File: config.mk
export PLATFORM = sky130hd
export DESIGN_NAME = sram_arbiter
export DESIGN_NICKNAME = d
export VERILOG_FILES = /design/src/rtl/sram_arb_pkg.sv /design/src/rtl/sram_arbiter.sv
export SDC_FILE = /design/constraint.sdc
export NUM_CORES = 1
export LEC_CHECK = 0
export ABC_AREA = 1
export ABC_CLOCK_PERIOD_IN_PS = 1700
export CORE_ASPECT_RATIO = 0.9
export CORE_MARGIN = 1.5
export CORE_UTILIZATION = 26
export DETAILED_ROUTE_END_ITERATION = 6
export PLACE_DENSITY = 0.78
export SYNTH_ARGS = -nofsm -noshare
export SYNTH_HDL_FRONTEND = slang
export SYNTH_SLANG_ARGS = --single-unit
export TNS_END_PERCENT = 20
File: constraint.sdc
create_clock -name clk -period 1.7 [get_ports clk]
set_clock_uncertainty 0.1 [all_clocks]
set_input_delay 0.34 -clock clk [delete_from_list [all_inputs] [get_ports clk]]
set_output_delay 0.34 -clock clk [all_outputs]
set_load 0.02 [all_outputs]
File: src/rtl/sram_arb_pkg.sv
// Shared types and the round-robin pick used by the SRAM arbiter.
package sram_arb_pkg;

   typedef enum logic [1:0] {IDLE, OWN0, OWN1} arb_state_t;

   // Returns the requester index to own the SRAM; on contention the one that did not own it last wins.
   function automatic logic rr_pick(input logic req0, input logic req1, input logic last_owner);
      logic w_pick;
      if (req0 && !req1)
         w_pick = 1'b0;
      else if (req1 && !req0)
         w_pick = 1'b1;
      else
         w_pick = ~last_owner;
      return w_pick;
   endfunction

endpackage

File: src/rtl/sram_arbiter.sv
// Shares one SRAM between the CPU (requester 0) and a loader/debug port (requester 1).
// Grant one cycle after IDLE, zero-bubble handover, read valid one cycle after the granted read.
module sram_arbiter
   import sram_arb_pkg::*;
#(
   parameter int N         = 8,
   parameter int ADDR_W    = 8,
   parameter int BURST_MAX = 4
) (
   input  logic              clk,
   input  logic              rst_n,
   input  logic              req0,
   input  logic              req1,
   input  logic              we0,
   input  logic              we1,
   input  logic [ADDR_W-1:0] addr0,
   input  logic [ADDR_W-1:0] addr1,
   input  logic [N-1:0]      wdata0,
   input  logic [N-1:0]      wdata1,
   output logic              gnt0,
   output logic              gnt1,
   output logic              rvalid0,
   output logic              rvalid1,
   output logic [N-1:0]      rdata0,
   output logic [N-1:0]      rdata1,
   output logic              SRAM_readEnable,
   output logic              SRAM_writeEnable,
   output logic [ADDR_W-1:0] SRAM_address,
   output logic [N-1:0]      SRAM_data_in,
   input  logic [N-1:0]      SRAM_data
);

   localparam int CNT_W = $clog2(BURST_MAX + 1);
   localparam logic [CNT_W-1:0] CNT_LAST = CNT_W'(BURST_MAX - 1);

   arb_state_t       r_state;
   logic             r_last_owner;
   logic [CNT_W-1:0] r_burst_cnt;
   logic [1:0]       r_rvalid;

   arb_state_t       w_state_nxt;
   logic             w_last_nxt;
   logic [CNT_W-1:0] w_cnt_nxt;
   logic             w_own;
   logic             w_owning;
   logic             w_req_own;
   logic             w_req_oth;
   logic             w_we_own;

   // Note: the reset port is active-high despite its name.
   always_ff @(posedge clk or posedge rst_n) begin
      if (rst_n) begin
         r_state      <= IDLE;
         r_last_owner <= 1'b1;
         r_burst_cnt  <= '0;
         r_rvalid     <= '0;
      end else begin
         r_state      <= w_state_nxt;
         r_last_owner <= w_last_nxt;
         r_burst_cnt  <= w_cnt_nxt;
         r_rvalid     <= {gnt1 & req1 & ~we1, gnt0 & req0 & ~we0};
      end
   end

   always_comb begin
      w_state_nxt = r_state;
      w_last_nxt  = r_last_owner;
      w_cnt_nxt   = r_burst_cnt;
      w_owning    = (r_state == OWN0) || (r_state == OWN1);
      w_own       = (r_state == OWN1);
      w_req_own   = w_own ? req1 : req0;
      w_req_oth   = w_own ? req0 : req1;
      w_we_own    = w_own ? we1 : we0;

      case (r_state)
         IDLE: begin
            if (req0 || req1)
               w_state_nxt = rr_pick(req0, req1, r_last_owner) ? OWN1 : OWN0;
         end
         OWN0, OWN1: begin
            if (!w_req_own) begin
               w_state_nxt = w_req_oth ? (w_own ? OWN0 : OWN1) : IDLE;
               w_cnt_nxt   = '0;
               w_last_nxt  = w_own;
            end else if (r_burst_cnt == CNT_LAST) begin
               // Burst limit reached: hand over only if the other side is waiting.
               w_cnt_nxt = '0;
               if (w_req_oth) begin
                  w_state_nxt = w_own ? OWN0 : OWN1;
                  w_last_nxt  = w_own;
               end
            end else begin
               w_cnt_nxt = r_burst_cnt + CNT_W'(1);
            end
         end
         default: w_state_nxt = IDLE;
      endcase
   end

   assign gnt0             = (r_state == OWN0) & req0;
   assign gnt1             = (r_state == OWN1) & req1;
   assign SRAM_readEnable  = w_owning & w_req_own & ~w_we_own;
   assign SRAM_writeEnable = w_owning & w_req_own & w_we_own;
   assign SRAM_address     = (r_state == OWN0) ? addr0  : (r_state == OWN1) ? addr1  : '0;
   assign SRAM_data_in     = (r_state == OWN0) ? wdata0 : (r_state == OWN1) ? wdata1 : '0;

   assign rvalid0 = r_rvalid[0];
   assign rvalid1 = r_rvalid[1];
   assign rdata0  = SRAM_data;
   assign rdata1  = SRAM_data;

endmodule

Yosys cells after proc, flatten, opt, wreduce, memory -nomap -nowiden
Cells that the tools add are included.

$add $sub $neg: 1. Reductions and logical operators: 10. Multiplexer cells: 24. Equality and inequality tests: 8. Bitwise logic cells: 13.

Operators by type and width (count): $mux 8 (4); $mux 2 (7); $mux 1 (10); $and 1x1->1 (9); $mux 3 (2); $ne 3x3->1 const B (2); $reduce_and 3->1 (2); $ne 2x1->1 const B (2); $not 1->1 (4); $pmux 2 s2 (1); $add 3x1->3 const B (1); $eq 3x2->1 const B (1); $eq 2x1->1 const B (1); $eq 2x2->1 const B (1); $logic_and 1x1->1 (2); $logic_not 1->1 (2); $logic_not 2->1 (1); $logic_or 1x1->1 (2); $ne 2x2->1 const B (1); $reduce_or 2->1 (1).

Logic and storage cells: 60. Register bits after elaboration: 8.

Longest topological paths before layout
Gate-level depths: netlist of the first run.

Depth after elaboration: 9. Depth in mapped cells: 10.

Worst setup path before layout of the first run
OpenSTA, ideal clock, no wires.

Kind: reg2out. Start point: register r_state[0]. End point: output SRAM_writeEnable. Required time: 1260 ps. Buffers on the path: 0. Stages on the path, launching flop included: 7. Arrival: 1324 ps. Slack: -64 ps. Path through: dfrtp_1 -> inv_1 -> ha_1 -> nand2_1 -> nand2_2 -> nand2_1 -> nor2_1.

Cells in the longest elaborated chain, start to end: 4.

RTL lines: from (decl) (RTL line sram_arbiter.sv:36) `arb_state_t r_state;`; from (signal assigned) (RTL line sram_arbiter.sv:58) `r_state <= w_state_nxt;`; $eq 2x2->1 (*) (RTL line sram_arbiter.sv:70) `w_own = (r_state == OWN1);`; via w_own (RTL line sram_arbiter.sv:44) `logic w_own;`; $mux 1 / $logic_or 1x1->1 (equally long branches) (RTL line sram_arbiter.sv:71, sram_arbiter.sv:69); $and 1x1->1 (RTL line sram_arbiter.sv:103) `assign SRAM_writeEnable = w_owning & w_req_own & w_we_own;`; $and 1x1->1 (*) (RTL line sram_arbiter.sv:103); to (decl) (RTL line sram_arbiter.sv:27) `output logic SRAM_writeEnable,`.

Mark *: on every way through the listed nets, which the timed path passes. The rest lies on a longest branch.

Worst setup path in the final report of the first run
Start point: register r_state[1]. End point: output SRAM_address[1].

Cells in the longest elaborated chain, start to end: 3.

RTL lines: $eq 2x2->1 (RTL line sram_arbiter.sv:104) `assign SRAM_address = (r_state == OWN0) ? addr0 : (r_state == OWN1) ? addr1 : '0;`; $mux 8 (RTL line sram_arbiter.sv:104); $mux 8 (*) (RTL line sram_arbiter.sv:104); to (decl) (RTL line sram_arbiter.sv:28) `output logic [ADDR_W-1:0] SRAM_address,`.

Every way passes the cells marked *; elsewhere a longest branch is shown, timed or not.

==> metrics.md, run 1 <==
| Metric | Value |
|---|---|
| YS warnings | `0` |
| Critical path, cell by cell | `inv_4 -> ha_4 -> buf_6 -> buf_12 -> nand2_2 -> nand2_2 -> buf_6` |
| Vias | `1145` |
| Reg clk slew, reported paths | `50 ps` |
| Commonest cells in the netlist | `nand2_1, nand3_1, buf_4, inv_1, dfrtp_1` |
| # diodes | `0` |
| Syn Nets | `207` |
| Area taken by multi-input logic gates | `683 um2` |
| CTS H-tree lvls | `1` |
| WL/cell | `11.5 um` |
| CTS tree | `done` |
| Relative slew slack | `78.5%` |
| Post-synthesis async set-or-reset flop share | `100%` |
| Fin. max-slew vios | `0` |
| Initial DRC count | `33` |
| Num rows | `20` |
| Total CTS buffers | `3` |
| Fin. Hold Viols | `0` |
| Fillers | `287` |
| Seq/Total Area, Yosys | `21.7%` |
| Core Region | `3400 um2` |
| CP arrival | `1430 ps` |
| FF/Latch Area | `203 um2` |
| DP Wirelength | `2080 um` |
| Die W | `66.0 um` |
| Setup CP Type | `register to output pin` |
| FMAX | `535 MHz` |
| Slowest-stage cell, CP | `dfrtp_2` |
| WP data required | `1260 ps` |
| Remaining antenna violation count | `0` |
| Count leader, synth | `nand2_1` |
| Post-synth top area cell | `nand2_1` |
| Critical path fanouts, max | `7` |
| Placed inst area | `1560 um2` |
| Synth Register Bits | `8` |
| Routability cong. | `0.897` |
| Synthesized cell area | `928 um2` |
| P per Cell Area | `1490 nW/um2` |
| Root Buffer | `clkbuf_8` |
| Clock Sinks | `8` |
| CP Launch Type | `register` |
| Status | `finished with violations` |
| Final worst path period share | `110%` |
| Max Cap Viol | `0` |
| DRT Pass-1 Iters | `4` |
| Failing checks | `negative setup slack` |
| Synth Instances | `155` |
| Slew at the pin closest to its max-slew limit | `322 ps` |
| # setup viols final | `20` |
| CTS Hold Bufs | `0` |
| Predominant post-synthesis flop cell | `dfrtp_1` |
| Post-route cell area | `1920 um2` |
| Max clock buf depth | `2` |
| Initial antenna violation count | `0` |
| IO buf count | `59` |
| Max VDD drop | `0.538 mV` |
| Yosys top cell area share | `25.9%` |
| Vias/cell | `4.35` |
| Worst setup EP type | `output pin` |
| Share of cells above drive strength 1 | `45.2%` |
| Total GRT Usage | `13.4%` |
| Leakage | `0.947 nW` |
| WHS | `256 ps` |
| Worst Hold Class | `input port to async pin` |
| Residual DRC | `0` |
| RSZ-0062 raised after global routing | `yes` |
| Top delay family on crit path | `buffers and inverters` |
| Unique masters post-synth | `17` |
| P&R area growth vs syn | `106%` |
| Initial Util | `27.3%` |
| Clk_lat worst skew | `240 ps` |
| Synth top area cells | `nand2_1, dfrtp_1, buf_4` |
| Die area | `3940 um2` |
| Post-route setup TNS | `-2740 ps` |
| Post-layout min period | `1870 ps` |
| WL final | `3040 um` |
| Grt ovf | `0` |
| Global-route wire length before repair | `4050 um` |
| Max incr delay on CP | `450 ps` |
| Ports | `84` |
| Final WS setup | `-170 ps` |
| Pre-CTS worst setup slack | `-556 ps` |
| Post-synth EDFFs | `0` |
| Buf/Inv on CP | `4` |
| Nets | `272` |
| Largest net degree at the start of global routing | `17` |
| DIE HEIGHT | `59.7 um` |
| Avg Inst Size Synth | `5.99 um2` |
| Vias in the first global route | `984` |
-- state kept, by name, indices dropped and copies added (netlist names) --
| name | flops |
|---|---|
| r_burst_cnt | 3 |
| r_rvalid | 2 |
| r_state | 2 |
| r_last_owner | 1 |
-- cell usage in the layout (no fill, tap or decap), types with 2 or more instances in the layout --
| cell | n |
|---|---|
| inv_4 | 2 |
| ha_1 | 2 |
| clkdlybuf4s50_1 | 39 |
| nand2_2 | 31 |
| nand3_1 | 18 |
| nand2_1 | 32 |
| nand3_2 | 5 |
| inv_2 | 4 |
| buf_12 | 3 |
| a21oi_1 | 3 |
| dfrtp_1 | 6 |
| buf_6 | 26 |
| nand2_4 | 2 |
| ha_4 | 4 |
| buf_4 | 12 |
| nor2_1 | 4 |
| inv_1 | 12 |
| clkbuf_8 | 3 |
| nor2_2 | 3 |
-- layout make-up --
cell class              count  area share, %
clock buffers               4           2.35
inverters                  18           3.79
multi-input cells         108           35.6
flip-flops and latches      8           10.6
well taps                  44           2.87
repair buffers             81           44.8
-- logic make-up after synthesis --
logic type / share of synthesized area [%]
flops: 21.7
buf+inv: 23.4
simple gates: 42.9
compound gates: 3.91
fa+ha+maj: 8.09
-- worst paths after layout --
check	from	end	slack, ps	cells past startpoint
max in group asynchronous	rst_n	r_last_owner	950	2
max	r_state[1]	SRAM_address[1]	-170	7
max reg2reg	r_state[0]	r_state[1]	90	10
min reg2reg	r_burst_cnt[2]	r_burst_cnt[2]	400	2
min in group clk	r_burst_cnt[2]	r_burst_cnt[2]	400	2
min	rst_n	r_burst_cnt[2]	260	2
-- power breakdown --
part	leakage, nW	internal (W)	switching, W
Clock	0.0228	0.000163	0.0000792
Combinational	0.822	0.00115	0.00115
Sequential	0.102	0.000260	0.0000519
Total	0.947	0.00158	0.00129
-- stage by stage --
| stage | total power [W] | instances | util (%) |
|---|---|---|---|
| global route | 0.00309 | 263 | 56.3 |
| global placement | 0.00204 | 254 | 46.0 |
| CTS | 0.00257 | 262 | 50.8 |
| detailed placement | 0.00206 | 254 | 46.0 |
| floorplan | 0.00134 | 155 | - |
| finish | 0.00286 | 263 | 56.3 |
-- metal layers --
| metal | vias to the layer above | part of all wire [%] | GRT usage [%] |
|---|---|---|---|
| met5 | - | 0 | 0 |
| met2 | 38 | 52 | 24.4 |
| met1 | 512 | 39 | 13.9 |
| met4 | 0 | 0.30 | 4.37 |
| met3 | 2 | 9.2 | 5.65 |
| li1 | 593 | - | - |
-- timing repair --
item,4_1_cts,5_1_grt
gates cloned,0,1
resized for setup,129,54
pin swaps,4,19
setup buffers,4,0
endpoints found under the setup margin,20,21
(Power assumes the default switching activity.)
==> run 2, diff against run 1 <==
CORE_UTILIZATION = 31   (was 26)
PLACE_DENSITY = 0.89   (was 0.78)
==> metrics.md, run 2 (synthesis results as in run 1) <==
| Metric | Value |
|---|---|
| Sw Pwr | `0.00132 W` |
| Max VDD drop | `0.513 mV` |
| Global-route wire length before repair | `4820 um` |
| CTS Hold Bufs | `0` |
| P&R area growth vs syn | `97.8%` |
| Initial Util | `33.2%` |
| Initial antenna violation count | `0` |
| WL final | `3690 um` |
| Setup CP Type | `register to output pin` |
| CTS tree | `done` |
| WL/cell | `14.1 um` |
| DRT Pass-1 Iters | `5` |
| Fin. max-slew vios | `0` |
| CP arrival | `1500 ps` |
| P per Cell Area | `1510 nW/um2` |
| Max incr delay on CP | `460 ps` |
| Final worst path period share | `114%` |
| FMAX | `515 MHz` |
| Critical path fanouts, max | `7` |
| Clk_lat worst skew | `260 ps` |
| Reg clk slew, reported paths | `60 ps` |
| Remaining antenna violation count | `0` |
| # setup viols final | `21` |
| Routability cong. | `0.857` |
| Slowest-stage cell, CP | `dfrtp_2` |
| Initial DRC count | `47` |
| Fillers | `198` |
| CTS H-tree lvls | `1` |
| # diodes | `0` |
| DP Wirelength | `2240 um` |
| Worst Hold Class | `input port to async pin` |
| Cell Int Power | `0.00145 W` |
| Root Buffer | `clkbuf_4` |
| Ports | `84` |
| Comb power frac | `82.7%` |
| RSZ-0062 raised after global routing | `yes` |
| IO buf count | `59` |
| CP Launch Type | `register` |
| Die area | `3330 um2` |
| Relative slew slack | `77.7%` |
| Total CTS buffers | `3` |
| Most frequent cells in the layout | `nand2_1, clkdlybuf4s50_1, buf_6, nand2_2, buf_4` |
| Leakage | `0.922 nW` |
| Failing checks | `negative setup slack` |
| Fin. Hold Viols | `0` |
| Slew at the pin closest to its max-slew limit | `334 ps` |
| Critical path, cell by cell | `inv_2 -> ha_4 -> buf_4 -> nand2_1 -> nand2_2 -> buf_6` |
| Vias/cell | `4.90` |
| Core Region | `2790 um2` |
| Num rows | `18` |
| Residual DRC | `0` |
| Top reg by flops | `r_burst_cnt` |
| Commonest non-fill, non-tap cell in the layout | `nand2_1` |
| Largest net degree at the start of global routing | `11` |
| Post-route setup TNS | `-3690 ps` |
| Max reg flops | `3` |
| Nets | `274` |
| Largest regs | `r_burst_cnt: 3 flops, r_rvalid: 2 flops, r_state: 2 flops` |
| DIE HEIGHT | `54.9 um` |
| Share of cells above drive strength 1 | `41.2%` |
| Grt ovf | `0` |
| Worst setup EP type | `output pin` |
| Max Cap Viol | `0` |
| Total GRT Usage | `19.5%` |
| WP data required | `1260 ps` |
| Vias in the first global route | `1121` |
| Final WS setup | `-241 ps` |
| Post-layout min period | `1940 ps` |
| Clock network fraction of total power | `6.0%` |
| Max clock buf depth | `2` |
| Register share of total power | `11.3%` |
| Die W | `60.7 um` |
| Switching Fraction | `47.8%` |
| WHS | `231 ps` |
| Status | `finished with violations` |
| Clock Sinks | `8` |
| Vias | `1280` |
run 2: cell count changes in the layout (fill, tap and decap cells not counted), moves of 3 or more:
cell | before | now
buf_12 | 3 | 0
buf_4 | 12 | 17
clkbuf_4 | 0 | 3
clkbuf_8 | 3 | 0
nand2_1 | 32 | 47
nand2_2 | 31 | 17
nand3_1 | 18 | 11
nand3_2 | 5 | 12
run 2: repair_timing:
item                       CTS  global route
resized for setup          156            16
cloned                       1             0
buffers inserted             4             0
pin swaps                   17            14
setup endpoints to repair   20            23
run 2: routing by layer:
layer	up-vias	part of all wire (%)	track usage [%]
li1	596	-	-
met3	25	9.4	6.51
met5	-	0	0
met4	0	5.0	9.06
met1	583	37	20.7
met2	76	49	35.1
run 2: critical path: cells and delay by family, from the launching register on:
| kind | cells | cell delay, ps |
|---|---|---|
| and+or+nand+nor | 2 | 210 |
| buffers and inverters | 3 | 400 |
| adders and majority gates | 1 | 170 |
| DFF | 1 | 460 |
run 2: layout make-up:
class | instances | area [um2] | share of cell area [%]
multi-input combinational | 108 | 666 | 36.2
inverter | 18 | 70.1 | 3.81
sequential | 8 | 203 | 11.0
timing repair buffer | 83 | 822 | 44.8
clock buffer | 4 | 26.3 | 1.43
tap | 40 | 50.0 | 2.72
run 2: final timing paths:
check / slack (ps) / to / startpoint / cells past startpoint
setup / recovery: -240 / SRAM_data_in[3] / r_state[1] / 6
hold / removal: 230 / r_rvalid[1] / rst_n / 2
setup reg to reg: -40 / r_last_owner / r_state[0] / 13
hold reg to reg: 410 / r_burst_cnt[1] / r_burst_cnt[1] / 2
max in group asynchronous: 980 / r_last_owner / rst_n / 2
min in group clk: 410 / r_burst_cnt[1] / r_burst_cnt[1] / 2
run 2: per-stage QoR:
step | instance area, um2 | total power (W) | setup slack, ps | utilization (%) | cells
after floorplan | 928 | 0.00134 | -64.2 | - | 155
after global placement | 1560 | 0.00202 | -539 | 55.9 | 252
after detailed placement | 1560 | 0.00206 | -562 | 55.9 | 252
after CTS | 1790 | 0.00262 | -149 | 64.0 | 261
after global routing | 1840 | 0.00296 | -277 | 65.8 | 261
final | 1840 | 0.00277 | -241 | 65.8 | 261
run 2: power groups by stage:
stage,registers [W],logic (W),clock network [W]
floorplan,0.000300,0.00104,0
global placement,0.000294,0.00172,0
detailed placement,0.000300,0.00176,0
CTS,0.000307,0.00215,0.000168
global route,0.000318,0.00246,0.000179
finish,0.000314,0.00229,0.000165
